[config.mk]
export PLATFORM = sky130hd
export DESIGN_NAME = ram_responder_2432_flat
export DESIGN_NICKNAME = d
export VERILOG_FILES = /design/src/rtl/ram_responder_2432_if.sv /design/src/rtl/ram_responder_2432.sv /design/src/flat_wrapper.sv
export SDC_FILE = /design/constraint.sdc
export NUM_CORES = 1
export LEC_CHECK = 0
export ABC_AREA = 1
export CAP_MARGIN = 20
export CORE_MARGIN = 4
export CORE_UTILIZATION = 45
export CTS_BUF_LIST = sky130_fd_sc_hd__clkbuf_4 sky130_fd_sc_hd__clkbuf_8 sky130_fd_sc_hd__clkbuf_16
export DETAILED_ROUTE_END_ITERATION = 10
export HOLD_SLACK_MARGIN = 0.05
export PLACE_DENSITY_LB_ADDON = 0.1
export SLEW_MARGIN = 5
export SYNTH_ARGS = -nofsm -noshare
export SYNTH_HDL_FRONTEND = slang
export SYNTH_SLANG_ARGS = --single-unit
[constraint.sdc]
create_clock -name i_clk -period 2.2 [get_ports i_clk]
set_input_delay 0.22 -clock i_clk [delete_from_list [all_inputs] [get_ports i_clk]]
set_output_delay 0.22 -clock i_clk [all_outputs]
set_load 0.01 [all_outputs]
[src/rtl/ram_responder_2432_if.sv]
`default_nettype none
// ============================================================================
// Module   : ram_responder_2432_if
// Purpose  : Bundles the CPU data-port signals and the 16-bit asynchronous
//            SRAM pin signals seen by ram_responder_2432.
// Signals  : i_daddr[23:0]   CPU byte address        (CPU -> responder)
//            i_dout[31:0]    CPU store data          (CPU -> responder)
//            i_ram_rd        CPU load request        (CPU -> responder)
//            i_ram_wr[3:0]   CPU store lane strobes  (CPU -> responder)
//            o_din[31:0]     load data               (responder -> CPU)
//            o_clk_en        CPU clock enable        (responder -> CPU)
//            o_sram_addr     SRAM halfword address   (responder -> SRAM)
//            o_sram_dq_out   SRAM write data         (responder -> SRAM)
//            o_sram_dq_oe    SRAM dq drive enable    (responder -> SRAM)
//            i_sram_dq_in    SRAM read data          (SRAM -> responder)
//            o_sram_*_n      SRAM strobes, active-low(responder -> SRAM)
// Modports : slave = responder side, master = CPU/SRAM side.
// Revision : 1.0 - initial release
// ============================================================================
interface ram_responder_2432_if #(
  parameter int SRAM_AW = 18
);
  logic [23:0]        i_daddr;
  logic [31:0]        i_dout;
  logic               i_ram_rd;
  logic [3:0]         i_ram_wr;
  logic [31:0]        o_din;
  logic               o_clk_en;
  logic [SRAM_AW-1:0] o_sram_addr;
  logic [15:0]        o_sram_dq_out;
  logic               o_sram_dq_oe;
  logic [15:0]        i_sram_dq_in;
  logic               o_sram_ce_n;
  logic               o_sram_oe_n;
  logic               o_sram_we_n;
  logic               o_sram_lb_n;
  logic               o_sram_ub_n;

  modport slave (
    input  i_daddr, i_dout, i_ram_rd, i_ram_wr, i_sram_dq_in,
    output o_din, o_clk_en, o_sram_addr, o_sram_dq_out, o_sram_dq_oe,
           o_sram_ce_n, o_sram_oe_n, o_sram_we_n, o_sram_lb_n, o_sram_ub_n
  );

  modport master (
    output i_daddr, i_dout, i_ram_rd, i_ram_wr, i_sram_dq_in,
    input  o_din, o_clk_en, o_sram_addr, o_sram_dq_out, o_sram_dq_oe,
           o_sram_ce_n, o_sram_oe_n, o_sram_we_n, o_sram_lb_n, o_sram_ub_n
  );
endinterface
`default_nettype wire

[src/rtl/ram_responder_2432.sv]
`default_nettype none
// ============================================================================
// Module   : ram_responder_2432
// Purpose  : Data-memory responder for the cpu_2432 data port. Latches each
//            load/store, runs it on a 16-bit asynchronous SRAM as one or two
//            halfword phases and stalls the CPU through o_clk_en until done.
// Ports    : i_clk   clock
//            i_rstb  asynchronous active-low reset
//            bus     ram_responder_2432_if.slave (CPU data port + SRAM pins)
// Params   : SRAM_AW     SRAM halfword address width
//            WAIT_STATES extra strobe cycles per SRAM phase (0..15)
// Revision : 1.0 - initial release
// ============================================================================
module ram_responder_2432 #(
  parameter int SRAM_AW     = 18,
  parameter int WAIT_STATES = 1
) (
  input wire                  i_clk,
  input wire                  i_rstb,
  ram_responder_2432_if.slave bus
);

  typedef enum logic [1:0] {
    IDLE   = 2'd0,
    ACC_LO = 2'd1,
    GAP    = 2'd2,
    ACC_HI = 2'd3
  } state_t;

  localparam logic [3:0] C_WAIT = 4'(WAIT_STATES);

  state_t             state_q, state_d;
  logic [3:0]         cnt_q, cnt_d;
  logic [SRAM_AW-2:0] word_q, word_d;
  logic [31:0]        data_q, data_d;
  logic [3:0]         lanes_q, lanes_d;
  logic               wr_q, wr_d;

  logic [31:0]        din_q, din_d;
  logic               clk_en_q, clk_en_d;
  logic [SRAM_AW-1:0] addr_q, addr_d;
  logic [15:0]        dq_out_q, dq_out_d;
  logic               dq_oe_q, dq_oe_d;
  logic               ce_n_q, ce_n_d;
  logic               oe_n_q, oe_n_d;
  logic               we_n_q, we_n_d;
  logic               lb_n_q, lb_n_d;
  logic               ub_n_q, ub_n_d;

  logic               req_w;
  logic               half_w;
  logic               unused_w;

  assign req_w    = bus.i_ram_rd | (|bus.i_ram_wr);
  // Address bits outside the SRAM window alias; byte offset is not needed.
  assign unused_w = ^{bus.i_daddr[23:SRAM_AW+1], bus.i_daddr[1:0]};

  always_comb begin
    state_d  = state_q;
    cnt_d    = cnt_q;
    word_d   = word_q;
    data_d   = data_q;
    lanes_d  = lanes_q;
    wr_d     = wr_q;
    din_d    = din_q;
    clk_en_d = clk_en_q;
    addr_d   = addr_q;
    dq_out_d = dq_out_q;
    dq_oe_d  = 1'b0;
    ce_n_d   = 1'b1;
    oe_n_d   = 1'b1;
    we_n_d   = 1'b1;
    lb_n_d   = 1'b1;
    ub_n_d   = 1'b1;
    half_w   = 1'b0;

    unique case (state_q)
      IDLE: begin
        if (req_w) begin
          word_d   = bus.i_daddr[SRAM_AW:2];
          data_d   = bus.i_dout;
          lanes_d  = bus.i_ram_wr;
          // Any lane set makes this a write; a concurrent read is dropped.
          wr_d     = |bus.i_ram_wr;
          clk_en_d = 1'b0;
          cnt_d    = C_WAIT;
          state_d  = (wr_d && (bus.i_ram_wr[1:0] == 2'b00)) ? ACC_HI : ACC_LO;
        end
      end
      ACC_LO: begin
        if (cnt_q == 4'd0) begin
          if (!wr_q) din_d[15:0] = bus.i_sram_dq_in;
          if (!wr_q || (lanes_q[3:2] != 2'b00)) begin
            state_d = GAP;
          end else begin
            state_d  = IDLE;
            clk_en_d = 1'b1;
          end
        end else begin
          cnt_d = cnt_q - 4'd1;
        end
      end
      GAP: begin
        state_d = ACC_HI;
        cnt_d   = C_WAIT;
      end
      ACC_HI: begin
        if (cnt_q == 4'd0) begin
          if (!wr_q) din_d[31:16] = bus.i_sram_dq_in;
          state_d  = IDLE;
          clk_en_d = 1'b1;
        end else begin
          cnt_d = cnt_q - 4'd1;
        end
      end
      default: state_d = IDLE;
    endcase

    // SRAM pins are registered, so they are decoded from the state being entered.
    if ((state_d == ACC_LO) || (state_d == ACC_HI)) begin
      half_w = (state_d == ACC_HI);
      ce_n_d = 1'b0;
      addr_d = {word_d, half_w};
      if (wr_d) begin
        we_n_d   = 1'b0;
        dq_oe_d  = 1'b1;
        dq_out_d = half_w ? data_d[31:16] : data_d[15:0];
        lb_n_d   = ~(half_w ? lanes_d[2] : lanes_d[0]);
        ub_n_d   = ~(half_w ? lanes_d[3] : lanes_d[1]);
      end else begin
        oe_n_d = 1'b0;
        lb_n_d = 1'b0;
        ub_n_d = 1'b0;
      end
    end
  end

  always_ff @(posedge i_clk or negedge i_rstb) begin
    if (!i_rstb) begin
      state_q  <= IDLE;
      cnt_q    <= 4'd0;
      word_q   <= '0;
      data_q   <= 32'd0;
      lanes_q  <= 4'd0;
      wr_q     <= 1'b0;
      din_q    <= 32'd0;
      clk_en_q <= 1'b1;
      addr_q   <= '0;
      dq_out_q <= 16'd0;
      dq_oe_q  <= 1'b0;
      ce_n_q   <= 1'b1;
      oe_n_q   <= 1'b1;
      we_n_q   <= 1'b1;
      lb_n_q   <= 1'b1;
      ub_n_q   <= 1'b1;
    end else begin
      state_q  <= state_d;
      cnt_q    <= cnt_d;
      word_q   <= word_d;
      data_q   <= data_d;
      lanes_q  <= lanes_d;
      wr_q     <= wr_d;
      din_q    <= din_d;
      clk_en_q <= clk_en_d;
      addr_q   <= addr_d;
      dq_out_q <= dq_out_d;
      dq_oe_q  <= dq_oe_d;
      ce_n_q   <= ce_n_d;
      oe_n_q   <= oe_n_d;
      we_n_q   <= we_n_d;
      lb_n_q   <= lb_n_d;
      ub_n_q   <= ub_n_d;
    end
  end

  assign bus.o_din         = din_q;
  assign bus.o_clk_en      = clk_en_q;
  assign bus.o_sram_addr   = addr_q;
  assign bus.o_sram_dq_out = dq_out_q;
  assign bus.o_sram_dq_oe  = dq_oe_q;
  assign bus.o_sram_ce_n   = ce_n_q;
  assign bus.o_sram_oe_n   = oe_n_q;
  assign bus.o_sram_we_n   = we_n_q;
  assign bus.o_sram_lb_n   = lb_n_q;
  assign bus.o_sram_ub_n   = ub_n_q;

endmodule
`default_nettype wire

[src/flat_wrapper.sv]
// flat-port wrapper written by rule: the top's interface ports become plain ports
module ram_responder_2432_flat 
#(
  parameter int SRAM_AW     = 18,
  parameter int WAIT_STATES = 1
)
  (i_clk, i_rstb, bus_i_daddr, bus_i_dout, bus_i_ram_rd, bus_i_ram_wr, bus_i_sram_dq_in, bus_o_din, bus_o_clk_en, bus_o_sram_addr, bus_o_sram_dq_out, bus_o_sram_dq_oe, bus_o_sram_ce_n, bus_o_sram_oe_n, bus_o_sram_we_n, bus_o_sram_lb_n, bus_o_sram_ub_n);
  ram_responder_2432_if #(.SRAM_AW(SRAM_AW)) bus_i ();
  input wire i_clk;
  input wire i_rstb;
  input wire logic [$bits(bus_i.i_daddr)-1:0] bus_i_daddr;
  input wire logic [$bits(bus_i.i_dout)-1:0] bus_i_dout;
  input wire logic [$bits(bus_i.i_ram_rd)-1:0] bus_i_ram_rd;
  input wire logic [$bits(bus_i.i_ram_wr)-1:0] bus_i_ram_wr;
  input wire logic [$bits(bus_i.i_sram_dq_in)-1:0] bus_i_sram_dq_in;
  output wire logic [$bits(bus_i.o_din)-1:0] bus_o_din;
  output wire logic [$bits(bus_i.o_clk_en)-1:0] bus_o_clk_en;
  output wire logic [$bits(bus_i.o_sram_addr)-1:0] bus_o_sram_addr;
  output wire logic [$bits(bus_i.o_sram_dq_out)-1:0] bus_o_sram_dq_out;
  output wire logic [$bits(bus_i.o_sram_dq_oe)-1:0] bus_o_sram_dq_oe;
  output wire logic [$bits(bus_i.o_sram_ce_n)-1:0] bus_o_sram_ce_n;
  output wire logic [$bits(bus_i.o_sram_oe_n)-1:0] bus_o_sram_oe_n;
  output wire logic [$bits(bus_i.o_sram_we_n)-1:0] bus_o_sram_we_n;
  output wire logic [$bits(bus_i.o_sram_lb_n)-1:0] bus_o_sram_lb_n;
  output wire logic [$bits(bus_i.o_sram_ub_n)-1:0] bus_o_sram_ub_n;
  assign bus_i.i_daddr = bus_i_daddr;
  assign bus_i.i_dout = bus_i_dout;
  assign bus_i.i_ram_rd = bus_i_ram_rd;
  assign bus_i.i_ram_wr = bus_i_ram_wr;
  assign bus_i.i_sram_dq_in = bus_i_sram_dq_in;
  assign bus_o_din = bus_i.o_din;
  assign bus_o_clk_en = bus_i.o_clk_en;
  assign bus_o_sram_addr = bus_i.o_sram_addr;
  assign bus_o_sram_dq_out = bus_i.o_sram_dq_out;
  assign bus_o_sram_dq_oe = bus_i.o_sram_dq_oe;
  assign bus_o_sram_ce_n = bus_i.o_sram_ce_n;
  assign bus_o_sram_oe_n = bus_i.o_sram_oe_n;
  assign bus_o_sram_we_n = bus_i.o_sram_we_n;
  assign bus_o_sram_lb_n = bus_i.o_sram_lb_n;
  assign bus_o_sram_ub_n = bus_i.o_sram_ub_n;
  ram_responder_2432 #(.SRAM_AW(SRAM_AW), .WAIT_STATES(WAIT_STATES)) u_core (.i_clk(i_clk), .i_rstb(i_rstb), .bus(bus_i));
endmodule
**Word-level counts from Yosys, hierarchy flattened**

Cells that the tools add are included.

- Bits in registers: 133
- Output and inout port bits: 73
- Logic and storage cells: 83

- Add/sub/neg operators: 1
- Equal/unequal tests: 10
- Multiplexer cells: 35
- Bitwise gates (word level): 4
- Reduce and logical (&&, ||, !) cells: 16

Operators with widths:

| kind | count |
|---|---|
| two-way mux 32 bit | 2 |
| two-way mux 17 bit | 2 |
| two-way mux 1 bit | 18 |
| two-way mux 16 bit | 1 |
| two-way mux 4 bit | 4 |
| case mux 4 bit (3 select lines) | 1 |
| two-way mux 2 bit | 5 |
| case mux 2 bit (4 select lines) | 1 |
| == test 2 bit (second input constant) | 3 |
| != test 2 x 1 -> 1 bit (second input constant) | 3 |
| AND reduction 3 bit | 2 |
| AND reduction 5 bit | 1 |
| == test 2 x 1 -> 1 bit (second input constant) | 2 |
| zero test 2 bit | 2 |
| zero test 4 bit | 1 |
| != test 2 bit (second input constant) | 2 |
| AND reduction 2 bit | 2 |
| OR reduction 4 bit | 1 |
| subtractor 4 x 1 -> 4 bit (second input constant) | 1 |
| NOT 1 bit | 3 |
| case mux 1 bit (3 select lines) | 1 |
| nonzero test 3 bit | 1 |
| logical OR 1 bit | 2 |
| nonzero test 2 bit | 1 |
| 4 further kinds | 4 |

**Longest topological paths before layout**

- Word-level depth: 10
- Gate-level depth with buffers: 11

**Worst setup path after synthesis**

Ideal clock, no wire load.

- Path kind: register -> register
- Start: register u_core.cnt_q[0]
- End: register u_core.dq_out_q[10], in the netlist u_core.bus.o_sram_dq_out[10]
- Data arrival time: 1.459 ns
- Data required time: 2.083 ns
- Setup slack: 0.624 ns
- Stages on the path, launching flop included: 10
- Path buffers: 1
- Cells stage by stage: dfrtp_1 inv_1 ha_1 nand3_1 inv_1 nor2_1 clkbuf_1 nand3_1 nand3_1 nand2_1

- Longest elaborated chain between the ends: 6
- Elaborated cells on any way between the ends: 9

RTL lines:

| what | line | source |
|---|---|---|
| start: declaration | ram_responder_2432.sv:33 | `logic [3:0] cnt_q, cnt_d;` |
| start signal: assignment | ram_responder_2432.sv:158 | `cnt_q <= cnt_d;` |
| zero test 4 bit * | ram_responder_2432.sv:91, ram_responder_2432.sv:108 |  |
| two-way mux 2 bit (on tied branches) | ram_responder_2432.sv:108, ram_responder_2432.sv:91 |  |
| case mux 2 bit (4 select lines) * | ram_responder_2432.sv:77 | `unique case (state_q)` |
| == test 2 x 1 -> 1 bit / == test 2 bit (equally long branches) | ram_responder_2432.sv:120, ram_responder_2432.sv:121 |  |
| logical OR 1 bit | ram_responder_2432.sv:120 | `if ((state_d == ACC_LO) \|\| (state_d == ACC_HI)) begin` |
| AND reduction 2 bit (no source line) | -- |  |
| end signal: assignment | ram_responder_2432.sv:166 | `dq_out_q <= dq_out_d;` |
| end: declaration | ram_responder_2432.sv:42 | `logic [15:0] dq_out_q, dq_out_d;` |

Every way passes the cells marked *; elsewhere a longest branch is shown, timed or not.
A chain may end at the register's enable or synchronous reset.

**Worst setup path in the final report**

- Start: register u_core.cnt_q[0]
- End: register u_core.dq_out_q[7], in the netlist u_core.bus.o_sram_dq_out[7]

Same word-level chain as after synthesis.

==> impl_metrics.json <==
{
  "clock_latency_ns": 0.41,
  "ys.flop_type": "dfrtp_1",
  "via_per_inst": 4.73,
  "dieArea_um2": 14500,
  "gp_congestion": 0.788,
  "fin_crit_sh_pct": 86.2,
  "ys_seq_area_share_pct": 58.6,
  "p_sw_mw": 4.44,
  "vias": 4704,
  "hold_viol_final": 0,
  "synth_area_per_cell_um2": 8.58,
  "p_clk_share_pct": 24.5,
  "rsz0062_at_grt": "no",
  "drv_cap": 0,
  "hpwl_um": 9680,
  "drt-initial-drc-count": 305,
  "io_pins": 152,
  "most-common-layout-cells": "nand2_1 (227), clkdlybuf4s50_1 (143), dfrtp_1 (127)",
  "synth_area_um2": 5690,
  "startpoint_type": "register",
  "overflow": 0,
  "power_frac_comb_pct": 41.7,
  "worstPathArrival_ns": 2.19,
  "min_period_ns": 1.90,
  "powerDensity_nw_per_um2": 1590,
  "portBuffers": 144,
  "fmaxAchievable_mhz": 527,
  "cts_max_level": 4,
  "initial_utilization_pct": 46.6,
  "wl_per_cell_um": 14.2,
  "outcome": "finished, final reports clean",
  "layout-drive-gt1-share_pct": 8.47,
  "die_w_um": 120,
  "dr.pass1.iters": 6,
  "crit_cells": 9,
  "synth_fp_nets": 743,
  "drtAntennaViolNets": 0,
  "synthToLayoutAreaGrowth_pct": 40.7,
  "cts_resized": 0,
  "r2r_cells": 9,
  "utilization_pct": 65.6,
  "cts_setup_buffers": 0,
  "p_int_mw": 8.27,
  "grt_antenna_before_repair": 0,
  "ir_drop_v": 0.000792,
  "p_seq_share_pct": 33.8,
  "skew_ns": 0.00532,
  "fin_tns_setup_ns": 0,
  "hp-class": "primary input to async pin",
  "path_common_cell": "nand3_1",
  "crit_family": "simple AND/OR/NAND/NOR gates",
  "numCtsBuffers": 17,
  "tritoncts": "built",
  "cp_cell_sequence": "inv_1 -> ha_1 -> nand3_1 -> inv_1 -> nor2_4 -> buf_4 -> nand3_1 -> nand3_1 -> nand2_1",
  "synth_cell_types": 24,
  "synth_edf_count": 0,
  "tightest_slew_ns": 0.501,
  "maxSlewViolCount": 0,
  "path_max_fanout": 13,
  "wirelength_um": 14100,
  "setup_violations": 0,
  "leakage_nw": 4.12,
  "cp_data_required_time_ns": 2.50,
  "synth-seq-cells": 133,
  "clock-sinks": 133,
  "max_stage_delay_ns": 0.37,
  "antenna-diode-count": 0,
  "final_nets": 893,
  "postSynthCellCount": 663,
  "ctsRootBufferMaster": "clkbuf_16",
  "cp_slowest_cell": "nor2_4",
  "synthArstFlopShare_pct": 100,
  "critical_path_class": "register to register",
  "p_sw_share_pct": 34.9,
  "core_area_um2": 12200,
  "max_slew_margin_pct": 66.6,
  "path_clk_slew_ns": 0.06,
  "grt_pass1_wl_um": 23600,
  "grt_pass1_vias": 4958,
  "rows": 40,
  "clockBufferDepth": 2,
  "end_kind": "register",
  "grt_use_total_pct": 20.4,
  "drc": 0,
  "yosysWarnings": 0,
  "mostFrequentLayoutCell": "nand2_1",
  "grt_max_degree": 54,
  "die-height_um": 120,
  "critPathBufInv": 3
}
-- logic make-up after synthesis --
| family | Yosys count | share of synthesized area [%] |
|---|---|---|
| AO/OA/AOI/OAI | 55 | 5.50 |
| XOR/XNOR | 2 | 0.308 |
| adder cells (fa/ha/maj) | 1 | 0.220 |
| buffers and inverters | 135 | 9.79 |
| flip-flops | 133 | 58.6 |
| AND/OR/NAND/NOR | 337 | 25.5 |
-- power by group through the flow --
stage | combinational, mW | sequential, mW | clock, mW
after floorplan | 2.72 | 4.56 | 0
after global placement | 5.19 | 4.27 | 0
after detailed placement | 5.33 | 4.32 | 0
after CTS | 5.38 | 4.30 | 3.17
after global routing | 5.94 | 4.43 | 3.28
final | 5.30 | 4.29 | 3.11
-- metrics by stage --
stage | power, mW | setup slack (ns) | instance area (um2) | hold WS, ns | instances
after floorplan | 7.28 | 0.624 | 5690 | -0.0756 | 663
after global placement | 9.46 | 0.183 | 7330 | 0.198 | 961
after detailed placement | 9.64 | 0.132 | 7330 | 0.198 | 961
after CTS | 12.9 | 0.296 | 8010 | 0.327 | 994
after global routing | 13.7 | 0.153 | 8010 | 0.356 | 994
final | 12.7 | 0.303 | 8010 | 0.306 | 994
-- worst paths after layout --
| check | from | endpoint | slack (ns) |
|---|---|---|---|
| hold / removal | i_rstb | u_core.data_q[1] | 0.31 |
| max in group asynchronous | i_rstb | u_core.bus.o_sram_addr[4] | 1.15 |
| hold reg to reg | u_core.bus.o_clk_en | u_core.bus.o_clk_en | 0.47 |
| setup / recovery | u_core.cnt_q[0] | u_core.bus.o_sram_dq_out[7] | 0.30 |
| setup reg to reg | u_core.cnt_q[0] | u_core.bus.o_sram_dq_out[7] | 0.30 |
| min in group i_clk | bus_i_daddr[6] | u_core.word_q[4] | 0.37 |
-- registers in the layout, indices dropped and copies added, names as in the netlist, 2 cells and up --
name and count:
u_core.bus.o_din 32, u_core.state_q 2, u_core.word_q 17, u_core.cnt_q 4, u_core.bus.o_sram_dq_out 16, u_core.lanes_q 4, u_core.data_q 32, u_core.bus.o_sram_addr 18
-- layer usage --
metal	vias up	GRT usage, %	routed length [um]
met4	0	7.72	213
met3	20	7.39	1160
met1	2218	23.8	5660
met5	-	0	0
met2	134	34.6	7040
li1	2332	-	-
-- synth_stat cells, types with 2 or more instances --
master	n	area, um2
nor2_1	27	101
clkbuf_1	12	45.0
dfstp_2	6	158
nand2_1	228	856
o31ai_1	2	15.0
a31oi_1	17	106
nand2_2	3	18.8
o21ai_0	34	170
nand3b_1	19	143
nor2_4	3	33.8
inv_1	100	375
xor2_1	2	17.5
dfrtp_1	127	3180
buf_6	2	22.5
inv_2	3	11.3
buf_2	11	55.1
nand3_1	56	280
buf_4	5	37.5
-- area by class of cell --
cell class,instances,area (um2)
clock buffers,25,529
clock inverters,7,139
fillers,1062,4210
inverters,104,393
multi-input cells,395,1810
flip-flops and latches,133,3340
well taps,168,210
repair buffers,162,1590
-- worst register-to-register path, cell delays in order (launching register included) --
cell and delay, ns:
dfrtp_1 0.36, inv_1 0.06, ha_1 0.24, nand3_1 0.15, inv_1 0.11, nor2_4 0.37
buf_4 0.25, nand3_1 0.09, nand3_1 0.09, nand2_1 0.06
-- what timing repair did --
item                                    in CTS  in global routing
endpoints found under the setup margin       0                  0
hold endpoints to repair                    47                  0
hold buffers                                 1                  0
No activity file was read; power rests on OpenSTA's default activity.
